==> src/rtl/dot_product_sched.sv <==
// Dot-product scheduler: feeds operand pairs to a unary product engine one at a
// time, counts its unary pulses into a saturating accumulator and returns the sum.
module dot_product_sched #(
    parameter int WIDTH = 4,
    parameter int LEN   = 4,
    parameter int ACC_W = 10,
    parameter int IDX_W = 2
) (
    input  logic             clk,
    input  logic             reset_n,
    input  logic             pair_valid,
    output logic             pair_ready,
    input  logic [WIDTH-1:0] pair_w,
    input  logic [WIDTH-1:0] pair_x,
    output logic             eng_start,
    output logic [WIDTH-1:0] eng_w,
    output logic [WIDTH-1:0] eng_x,
    input  logic             eng_out,
    input  logic             eng_done,
    output logic             res_valid,
    input  logic             res_ready,
    output logic [ACC_W-1:0] res_data,
    output logic             busy,
    output logic [IDX_W-1:0] pair_idx
);

    // Handshake: a transfer happens on a rising clk edge where valid && ready;
    // valid holds data stable until that edge, ready never depends on valid.
    typedef enum logic [1:0] {
        FETCH  = 2'd0,
        LAUNCH = 2'd1,
        RUN    = 2'd2,
        RESULT = 2'd3
    } state_t;

    localparam logic [IDX_W-1:0] LAST_IDX = IDX_W'(LEN - 1);
    localparam logic [ACC_W-1:0] ACC_MAX  = '1;

    state_t           state, state_nxt;
    logic [ACC_W-1:0] acc, acc_nxt;
    logic [IDX_W-1:0] idx, idx_nxt;
    logic [WIDTH-1:0] w_q, x_q;
    logic             accept;

    assign accept = pair_valid && (state == FETCH);

    always_ff @(posedge clk) begin
        if (!reset_n) begin
            state <= FETCH;
            acc   <= '0;
            idx   <= '0;
            w_q   <= '0;
            x_q   <= '0;
        end else begin
            state <= state_nxt;
            acc   <= acc_nxt;
            idx   <= idx_nxt;
            if (accept) begin
                w_q <= pair_w;
                x_q <= pair_x;
            end
        end
    end

    always_comb begin
        state_nxt  = state;
        acc_nxt    = acc;
        idx_nxt    = idx;
        pair_ready = 1'b0;
        eng_start  = 1'b0;
        res_valid  = 1'b0;
        case (state)
            FETCH: begin
                pair_ready = 1'b1;
                if (pair_valid) begin
                    // A zero operand would make the engine wrap, so it is skipped.
                    if ((pair_w == '0) || (pair_x == '0)) begin
                        if (idx == LAST_IDX) state_nxt = RESULT;
                        else                 idx_nxt   = idx + 1'b1;
                    end else begin
                        state_nxt = LAUNCH;
                    end
                end
            end
            LAUNCH: begin
                eng_start = 1'b1;
                state_nxt = RUN;
            end
            RUN: begin
                if (eng_out && (acc != ACC_MAX)) acc_nxt = acc + 1'b1;
                if (eng_done) begin
                    if (idx == LAST_IDX) begin
                        state_nxt = RESULT;
                    end else begin
                        idx_nxt   = idx + 1'b1;
                        state_nxt = FETCH;
                    end
                end
            end
            RESULT: begin
                res_valid = 1'b1;
                if (res_ready) begin
                    acc_nxt   = '0;
                    idx_nxt   = '0;
                    state_nxt = FETCH;
                end
            end
            default: state_nxt = FETCH;
        endcase
    end

    assign res_data = acc;
    assign eng_w    = w_q;
    assign eng_x    = x_q;
    assign pair_idx = idx;
    assign busy     = !((state == FETCH) && (idx == '0));

endmodule

==> config.mk <==
export PLATFORM = sky130hd
export DESIGN_NAME = dot_product_sched
export DESIGN_NICKNAME = d
export VERILOG_FILES = /design/src/rtl/dot_product_sched.sv
export SDC_FILE = /design/constraint.sdc
export NUM_CORES = 1
export LEC_CHECK = 0
export ABC_CLOCK_PERIOD_IN_PS = 3100
export CAP_MARGIN = 5
export CORE_MARGIN = 2
export CORE_UTILIZATION = 30
export CTS_BUF_LIST = sky130_fd_sc_hd__clkbuf_4 sky130_fd_sc_hd__clkbuf_8
export DETAILED_ROUTE_END_ITERATION = 8
export PLACE_DENSITY = 0.59
export SYNTH_ARGS = -nofsm -noshare
export SYNTH_HDL_FRONTEND = slang
export SYNTH_SLANG_ARGS = --single-unit
==> constraint.sdc <==
create_clock -name clk -period 3.1 [get_ports clk]
set_clock_uncertainty 0.1 [all_clocks]
set_input_delay 0.62 -clock clk [delete_from_list [all_inputs] [get_ports clk]]
set_output_delay 0.62 -clock clk [all_outputs]
set_load 0.05 [all_outputs]
* Word-level counts from Yosys, hierarchy flattened
Index checks and enable logic that the tools add are counted.
** Word-level totals
- Flip-flop bits (word level) :: 22
- Bits of input ports :: 14
- Output and inout port bits :: 24
** Cells by class
- Add/sub/neg operators :: 2
- Equality and inequality tests :: 11
- Multiplexer cells :: 18
- Reductions and logical operators :: 14
** Operator list (number)
- $mux W10 :: 2
- $mux W2 :: 10
- $pmux W10 S2 :: 1
- $add A10 B1 Y10 const B :: 1
- $ne A10 B10 Y1 const B :: 1
- $logic_not A4 Y1 :: 2
- $ne A2 B2 Y1 const B :: 4
- $pmux W2 S4 :: 1
- $eq A2 B2 Y1 const B :: 3
- $pmux W2 S3 :: 1
- $reduce_and A5 Y1 :: 1
- $logic_not A2 Y1 :: 2
- $reduce_and A4 Y1 :: 1
- $logic_and A1 B1 Y1 :: 3
- $mux W1 :: 3
- $ne A3 B2 Y1 const B :: 1
- $reduce_and A3 Y1 :: 1
- $reduce_bool A3 Y1 :: 1
- $add A2 B1 Y2 const B :: 1
- $eq A2 B1 Y1 const B :: 1
- $ne A2 B1 Y1 const B :: 1
- $reduce_bool A2 Y1 :: 1
- $logic_not A1 Y1 :: 1
- $logic_or A1 B1 Y1 :: 1

* Depth between registers and ports, before layout
- Word-level depth :: 5
- Mapped depth :: 6
- Mapped depth without buffers :: 5

* Worst setup path before layout
Ideal clock, no wire load.
- Kind :: flip-flop to output port
- From :: register state[0]
- To :: output busy
- Data arrival time :: 1.717 ns
- Setup slack :: 0.663 ns
- Cell stages (with the launch flop) :: 4
- Path through :: dfxtp_1 buf_4 nor2_1 nand2_1
** Between the ends
- Cells in the longest elaborated chain, start to end :: 3
** RTL lines
- from (decl) :: line 39 : state_t state, state_nxt;
- from (signal assigned) :: line 55 : state <= state_nxt;
- $logic_not A2 Y1 :: line 116 : assign busy = !((state == FETCH) && (idx == '0));
- $logic_and A1 B1 Y1 :: line 116
- $logic_not A1 Y1 :: line 116
- to (decl) :: line 23 : output logic busy,
No other way between the ends.

* Worst setup path in the final report
- From :: register state[1]
- To :: output res_valid
** Between the ends
- Cells in the longest elaborated chain, start to end :: 2
** RTL lines
- $eq A2 B2 Y1 :: line 72 : case (state)
- $mux W1 :: line 72
- to (decl) :: line 20 : output logic res_valid,
No other way between the ends.

==> run summary <==
Hold crit path type: reg2reg
Final Core Density: 0.446
Fmax: 352 MHz
RSZ-0062 raised after global routing: false
Unique cell type count in the Yosys netlist: 44
Fin crit period: 2840 ps
Count of state elements after synthesis: 22
Most used DFF post-synth: dfxtp_1
Tcrit/Tclk final: 0.917
WL met2: 1.39 mm
Final HPWL DP: 2.29 mm
Clock Root Buffer: clkbuf_8
Status: completed
Metal3 WL: 213 µm
Mean post-synth cell area: 8.31 µm²
Synthesized cell area: 1190 µm²
Hold_buf cts: 0
Peak VDD IR: 0.000253 V
CP max FO: 14
TritonCTS clock tree: built
Worst Hold Launch: eng_x[3]
DR iter-0 viols: 28
Die Wd: 66.9 µm
Final ANT Viol Nets: 0
CP arrival: 2120 ps
CP required: 2380 ps
Reg-to-reg startpoint: res_data[0]
Area leader, netlist: dfxtp_1
P&R area growth vs syn: 40.4%
Total gr overflow: 0
Setup CP Type: reg2out
Hold depth: 2
Number of enable flip-flop cells after synthesis: 0
Power per cell area: 460 nW/µm²
Clock-pin slew on the worst setup and hold paths: 80 ps
Worst-Skew Late Latency: 270 ps
Gr usage total: 0.153
H-tree Lvls: 1
CORE AREA: 3740 µm²
Place WS: 559 ps
DRT Pass-1 Iters: 4
Starting Density: 0.318
TritonCTS Buffers: 3
Row count: 22
Share of the synthesized area in the top cell type: 0.371
Sink Count: 22
Number of I/O pins: 38
Crit path from: state[1]
Ant diodes: 0
Global-route wire length before repair: 5.26 mm
Worst setup SP type: flip-flop
Metal-1 WL: 1.46 mm
Slew HR: 0.610
Hold WS: 359 ps
Reg2reg path depth: 5
Total die area: 4480 µm²
CTS Buffer Depth: 2
Worst setup EP type: primary output
Share of cells above drive strength 1: 0.100
Actual slew at the worst max-slew pin: 581 ps
Count leader, synth: nand2_1
# fillers: 393
# Max-Cap Violations: 0
Max Slew Vio Count: 0
Total negative slack: 0 ps
FFs w/ async S/R, synth: 0
PnR Total Power: 0.000768 W
IO Port Bufs: 37
DIE HEIGHT: 66.9 µm
Final GP Congestion: 0.817
Initial antenna violation count: 0
Top cells by count, synth: nand2_1 (25), dfxtp_1 (22), a21oi_1 (12)
Layout net count: 198
Synthesized net count: 160
# DRC: 0
Largest net degree at the start of global routing: 17
Post-Synthesis Cells: 143
Post-Route WL: 3.10 mm
PostCTS Resize Cnt: 0
Lkg Pwr: 0.573 nW
Vias in the first global route: 1154
Setup ws final: 258 ps
Final setup fails: 0
Highest Signal Layer: met4
Via/cell ratio: 5.17
Synth warnings: 0
DR WL/cell: 13.6 µm
Synth top area cells: dfxtp_1 (37%), nand2_1 (7.9%), a21oi_1 (5.1%)
Final Hold Viols: 0
Setup bufs post-CTS: 0
Sequential fraction of the synthesis area: 0.371
Via count: 1178
## layout by cell type (no fill, tap or decap), types with 2 or more instances in the layout
master / synthesis / final
nor3_1: 4 / 4
dfxtp_1: 22 / 22
ha_1: 3 / 3
mux2i_1: 2 / 2
clkbuf_8: 0 / 3
nand3_1: 6 / 6
nor2b_1: 2 / 2
nand4_1: 2 / 2
and3_1: 2 / 2
o221a_2: 3 / 3
nor2_1: 7 / 7
inv_1: 7 / 7
a21oi_1: 12 / 12
o21ai_0: 8 / 8
a31oi_1: 2 / 2
nand2_1: 25 / 25
or2_2: 2 / 2
clkdlybuf4s50_1: 0 / 37
or4_1: 4 / 4
a211oi_1: 3 / 3
## flip-flops by register name (all words and copies together) (netlist names)
signal / flops
eng_x: 4
state: 2
eng_w: 4
pair_idx: 2
res_data: 10
## worst paths after layout
kind / endpoint / slack [ps]
hold / removal: eng_x[3] / 360
setup reg to reg: res_data[7] / 1170
setup / recovery: res_valid / 260
hold reg to reg: eng_x[3] / 360
## logic make-up after synthesis
logic type,synth area share
simple gates,0.312
fa+ha+maj,0.0316
compound gates,0.223
mux,0.0168
flops,0.371
buf+inv,0.0463
## metrics by stage
stage               cells  area (µm²)
floorplan             143        1190
global placement      224        1600
detailed placement    224        1600
CTS                   228        1670
global route          228        1670
finish                228        1670
## layer usage
layer,vias up,global-route usage
li1,594,-
met1,538,0.200
met2,41,0.241
met3,5,0.0338
met4,0,0.0612
met5,-,0
## worst max-delay path: stages (launching register included)
cell             delay (ps)
dfxtp_1                 640
nand2_2                 250
inv_1                   140
clkdlybuf4s50_1         810
## report_power, final
group / leakage, nW / switching, W / total, W / internal (W)
registers: 0.179 / 0.0000168 / 0.000313 / 0.000296
logic: 0.358 / 0.000113 / 0.000182 / 0.0000685
clock network: 0.0357 / 0.000100 / 0.000273 / 0.000173
total: 0.573 / 0.000230 / 0.000768 / 0.000537
## area by class of cell
| cell class | instances | area (µm²) | share of cell area |
|---|---|---|---|
| Multi-Input combinational cell | 109 | 693 | 0.415 |
| Sequential cell | 22 | 440 | 0.264 |
| Timing Repair Buffer | 38 | 378 | 0.226 |
| Tap cell | 48 | 60.1 | 0.0360 |
| Clock buffer | 3 | 41.3 | 0.0247 |
| Clock inverter | 1 | 30.0 | 0.0180 |
| Inverter | 7 | 26.3 | 0.0157 |
Note: power is estimated with default switching activity, not from simulation.
